===== config.mk =====
export PLATFORM = sky130hd
export DESIGN_NAME = des_block_seq
export DESIGN_NICKNAME = d
export VERILOG_FILES = /design/src/rtl/des_pkg.sv /design/src/rtl/des_cbc_chain.sv /design/src/rtl/des_block_seq.sv
export SDC_FILE = /design/constraint.sdc
export NUM_CORES = 1
export LEC_CHECK = 0
export CORE_MARGIN = 1.5
export CORE_UTILIZATION = 55
export CTS_BUF_LIST = sky130_fd_sc_hd__clkbuf_16
export DETAILED_ROUTE_END_ITERATION = 6
export PLACE_DENSITY = 0.94
export SLEW_MARGIN = 10
export SYNTH_ARGS = -nofsm -noshare
export SYNTH_HDL_FRONTEND = slang
export SYNTH_SLANG_ARGS = --single-unit

===== constraint.sdc =====
create_clock -name dcm_clk -period 6.6 [get_ports dcm_clk]
set_clock_uncertainty 0.1 [all_clocks]
set_input_delay 1.32 -clock dcm_clk [delete_from_list [all_inputs] [get_ports dcm_clk]]
set_output_delay 1.32 -clock dcm_clk [all_outputs]
set_load 0.005 [all_outputs]

===== src/rtl/des_pkg.sv =====
// Shared definitions for the DES block sequencer: state encoding,
// chaining-mode encoding and the default round count of the core.
package des_pkg;

  localparam int DES_ROUNDS = 16;

  typedef enum logic [3:0] {
    IDLE,
    RD1,
    RD2,
    RD3,
    ROUND,
    WR_LO,
    WR_HI,
    NEXT,
    DONE
  } desState_t;

  typedef enum logic {
    MODE_ECB = 1'b0,
    MODE_CBC = 1'b1
  } desMode_t;

endpackage


===== src/rtl/des_cbc_chain.sv =====
// CBC chaining unit: holds the chaining value and applies the
// pre-core XOR (CBC encrypt) and post-core XOR (CBC decrypt).
// In ECB both paths pass straight through.
module des_cbc_chain
  import des_pkg::*;
(
  input  logic        dcm_clk,
  input  logic        reset,
  input  logic        loadIv,
  input  logic [63:0] iv,
  input  desMode_t    mode,
  input  logic        decrypt,
  input  logic [63:0] blockIn,
  input  logic [63:0] coreInReg,
  input  logic [63:0] coreOut,
  input  logic        advance,
  output logic [63:0] coreInNext,
  output logic [63:0] resultNext
);

  logic [63:0] chain;

  // Select the core input and the block result for the current mode/direction
  always_comb begin
    coreInNext = blockIn;
    resultNext = coreOut;
    if (mode == MODE_CBC) begin
      if (decrypt) begin
        resultNext = coreOut ^ chain;
      end else begin
        coreInNext = blockIn ^ chain;
      end
    end
  end

  // Chain register: iv at run start, then ciphertext of the block just finished.
  // When decrypting, the registered core input is the ciphertext block itself.
  always_ff @(posedge dcm_clk) begin
    if (reset) begin
      chain <= '0;
    end else if (loadIv) begin
      chain <= iv;
    end else if (advance && (mode == MODE_CBC)) begin
      chain <= decrypt ? coreInReg : coreOut;
    end
  end

endmodule


===== src/rtl/des_block_seq.sv =====
// DES block sequencer: streams 64-bit blocks from an input RAM (two 32-bit
// words per block, low word first) through an external iterative DES core
// and writes results to an output RAM, in ECB or CBC mode.
module des_block_seq
  import des_pkg::*;
#(
  parameter int ADDR_W = 9,
  parameter int ROUNDS = DES_ROUNDS
) (
  input  logic              dcm_clk,
  input  logic              reset,
  input  logic              start,
  input  logic              decrypt,
  input  logic              cbc_en,
  input  logic [63:0]       iv,
  input  logic [ADDR_W-2:0] num_blocks,
  output logic [ADDR_W-1:0] rd_addr,
  input  logic [31:0]       rd_data,
  output logic [ADDR_W-1:0] wr_addr,
  output logic [31:0]       wr_data,
  output logic              wr_en,
  output logic [63:0]       core_in,
  output logic [3:0]        core_round,
  input  logic [63:0]       core_out,
  output logic              busy,
  output logic              done,
  output logic [ADDR_W-2:0] blocks_done
);

  desState_t         state;
  desState_t         stateNext;
  desMode_t          modeReg;
  logic              decReg;
  logic [ADDR_W-2:0] numReg;
  logic [ADDR_W-2:0] blkIdx;
  logic [ADDR_W-2:0] blkIdxInc;
  logic [31:0]       loWord;
  logic [63:0]       resultReg;
  logic [63:0]       coreInNext;
  logic [63:0]       resultNext;
  logic              startAccept;
  logic              lastRound;
  logic              lastBlock;

  assign startAccept = (state == IDLE) && start;
  assign lastRound   = (core_round == 4'(ROUNDS - 1));
  assign blkIdxInc   = blkIdx + 1'b1;
  // A count of 0 wraps the block index all the way round, i.e. the full RAM.
  assign lastBlock   = (blkIdxInc == numReg);

  des_cbc_chain u_chain (
    .dcm_clk    (dcm_clk),
    .reset      (reset),
    .loadIv     (startAccept),
    .iv         (iv),
    .mode       (modeReg),
    .decrypt    (decReg),
    .blockIn    ({rd_data, loWord}),
    .coreInReg  (core_in),
    .coreOut    (core_out),
    .advance    ((state == ROUND) && lastRound),
    .coreInNext (coreInNext),
    .resultNext (resultNext)
  );

  // Next-state logic for the per-block read / round / write sequence
  always_comb begin
    stateNext = state;
    case (state)
      IDLE:    if (start) stateNext = RD1;
      RD1:     stateNext = RD2;
      RD2:     stateNext = RD3;
      RD3:     stateNext = ROUND;
      ROUND:   if (lastRound) stateNext = WR_LO;
      WR_LO:   stateNext = WR_HI;
      WR_HI:   stateNext = NEXT;
      NEXT:    stateNext = lastBlock ? DONE : RD1;
      DONE:    stateNext = IDLE;
      default: stateNext = IDLE;
    endcase
  end

  // Control registers: state, run configuration, block index and round counter
  always_ff @(posedge dcm_clk) begin
    if (reset) begin
      state      <= IDLE;
      modeReg    <= MODE_ECB;
      decReg     <= 1'b0;
      numReg     <= '0;
      blkIdx     <= '0;
      core_round <= '0;
      core_in    <= '0;
    end else begin
      state <= stateNext;
      if (startAccept) begin
        modeReg <= desMode_t'(cbc_en);
        decReg  <= decrypt;
        numReg  <= num_blocks;
        blkIdx  <= '0;
      end
      if (state == NEXT) begin
        blkIdx <= blkIdxInc;
      end
      if (state == RD3) begin
        core_round <= '0;
        core_in    <= coreInNext;
      end else if ((state == ROUND) && !lastRound) begin
        core_round <= core_round + 4'd1;
      end
    end
  end

  // Datapath captures: low input word, and the block result on the final round
  always_ff @(posedge dcm_clk) begin
    if (state == RD2) begin
      loWord <= rd_data;
    end
    if ((state == ROUND) && lastRound) begin
      resultReg <= resultNext;
    end
  end

  // RAM ports and status decoded from the current state
  always_comb begin
    rd_addr     = {blkIdx, (state == RD2)};
    wr_addr     = {blkIdx, (state == WR_HI)};
    wr_en       = (state == WR_LO) || (state == WR_HI);
    wr_data     = (state == WR_HI) ? resultReg[63:32] : resultReg[31:0];
    busy        = (state != IDLE);
    done        = (state == DONE);
    blocks_done = blkIdx;
  end

endmodule

==> metrics.cfg <==
[grt]
overflow=0
use_met1=0.386
met2_usage=0.527
top_usage_layer=met2
antenna_found_initial=1
met3_usage=0.0600
grt_pass1_vias=11377
track_usage=0.312
grt_max_degree=96
grt_pass1_wl_um=61100

[routing]
wire_per_inst_um=21.3
wl_um=40000
via_per_inst=6.04
drt_iter0_drc=979
dr.pass1.iters=5
drc=0
vias=11352
ant_nets=0

[hold_path]
min_from=numReg[6]
hold_depth=2
hp-class=flop to flop
min_to=numReg[6]

[finish]
fillers=1622
layout_commonest_cell=clkdlybuf4s50_1
syn_to_final_growth_pct=27.4
post-route-util=0.716
mostFrequentLayoutCells=clkdlybuf4s50_1, nand2_1, dfxtp_1
finalNonFillerCells=1878
drive_above_1_share=0.130
finalInstanceArea_um2=16800
nets=1712

[placement]
place_ws_ps=2710
place_inst=1827
place_area_um2=16000
dp.final_hpwl_um=24500
io_buffers=301
gp_congestion=0.837

[clock_network]
holdBufCountCts=0
clkTransAtPathRegs_ps=60
htreeDepth=1
cts_setup_buffers=0
cts_resized=0
clock_latency_ps=540
clockBufferDepth=3
tritoncts=yes
cts_made_buffers=27
cts_sinks=250
cts_root_buffer=clkbuf_16

[die]
die_y_um=158
start_util=0.562
die_area_um2=25000
ios=302
std_cell_rows=56
die_x_um=158
core-area_um2=23500

[outcome]
outcome=completed

[synthesis]
synth-edff-count=96
syn_nets=1508
yosys_warnings=0
async_flop_share=0
synth-seq-cells=250
syn_inst=1333
syn_avg_cell_area_um2=9.92
seq_area_frac_synth=0.451
synth_area_leaders=dfxtp_1, edfxtp_1, mux2i_1
synthesis.area_um2=13200
yosys.cell_types.count=50
synth_top_area_frac=0.233
synth.largest_area_cell=dfxtp_1
synth_ff_type=dfxtp_1

[timing]
tightest_slew_ps=1220
min_period_ps=4480
finalCritPeriodShare=0.679
setup_viol=0
fin_tns_setup_ps=0
max_freq_mhz=223
slew_headroom=0.184
timing.final.ws_setup_ps=2120
finalHoldViolCount=0
rsz0062_at_grt=false
maxSlewViolCount=0
whs_ps=366

[pwr]
power_mw=3.98
power_density_nw_per_um2=236
p_leak_nw=5.82
ir_worst_vdd_v=0.000170

[critical_path]
reg2reg_from=state[3]
crit_fanout=33
required_ps=5180
r2r-end=blocks_done[7]
critPathMaxStageDelay_ps=980
cp_data_arrival_time_ps=3060
rr_worst_depth=6
cp-startpoint=state[2]
crit_path_end_kind=output port
crit_path_top_delay_cell=and3_2
r2r_slack_ps=3370
crit_chain=and3_2 -> mux2_2 -> clkdlybuf4s50_1
cp-start-kind=flop
path_class=flop to output port

[job]
cap_violations=0

## synthesized netlist by cell type (all sizes together), types with 3 or more instances
master and n:
a211oi 64, a21oi 147, a31oi 5, and2 4
and3 69, buf 75, clkbuf 63, dfxtp 154
edfxtp 96, mux2 32, mux2i 65, nand2 156
nand3 73, nor2 76, nor2b 5, nor3 7
nor3b 4, nor4 3, o21ai 7, o22ai 64
or3 3, xnor2 70, xor2 70
## power by group
group	total [mW]	leakage (nW)	switching [mW]	internal (mW)
logic	0.735	3.25	0.402	0.333
registers	1.77	2.12	0.0796	1.69
clock network	1.48	0.451	0.632	0.847
total	3.98	5.82	1.11	2.87
## logic make-up after synthesis
kind of cell,count (synthesis),synth area share
simple gates,408,0.147
compound gates,296,0.171
flops,250,0.451
xor+xnor,140,0.0927
buf+inv,140,0.0599
mux,97,0.0764
fa+ha+maj,2,0.00189
## layout make-up
cell class | count | area [µm²] | share of cell area
Clock buffer | 28 | 701 | 0.0416
Tap cell | 319 | 399 | 0.0237
Inverter | 2 | 7.51 | 0.000446
Clock inverter | 22 | 160 | 0.00951
Antenna cell | 1 | 2.50 | 0.000149
Multi-Input combinational cell | 943 | 6500 | 0.386
Sequential cell | 250 | 5970 | 0.354
Timing Repair Buffer | 313 | 3100 | 0.184
## metal layers
layer / up-vias / wire, µm
li1: 5139 / -
met1: 5408 / 15100
met2: 690 / 19400
met3: 115 / 4040
met4: 0 / 1470
met5: - / 0
## worst max path at each step
stage | end | slack (ps) | cells after the start
after global placement | wr_data[30] | 2800 | 3
after global routing | wr_data[16] | 1970 | 3
after detailed placement | wr_data[16] | 2710 | 3
after CTS | wr_data[16] | 2130 | 3
final | wr_data[16] | 2120 | 3
after floorplan | rd_addr[0] | 3160 | 4
## critical path, delay by kind of cell (launching register included)
kind          cells  cell delay (ps)
mux               1              430
simple gates      1              980
flops             1              630
buf+inv           1              450
## registers in the layout, summed over array words and instances (netlist names)
register,cells
modeReg,1
core_in,64
decReg,1
loWord,32
u_chain.chain,64
core_round,4
blocks_done,8
resultReg,64
state,4
numReg,8
(Power assumes the default switching activity.)
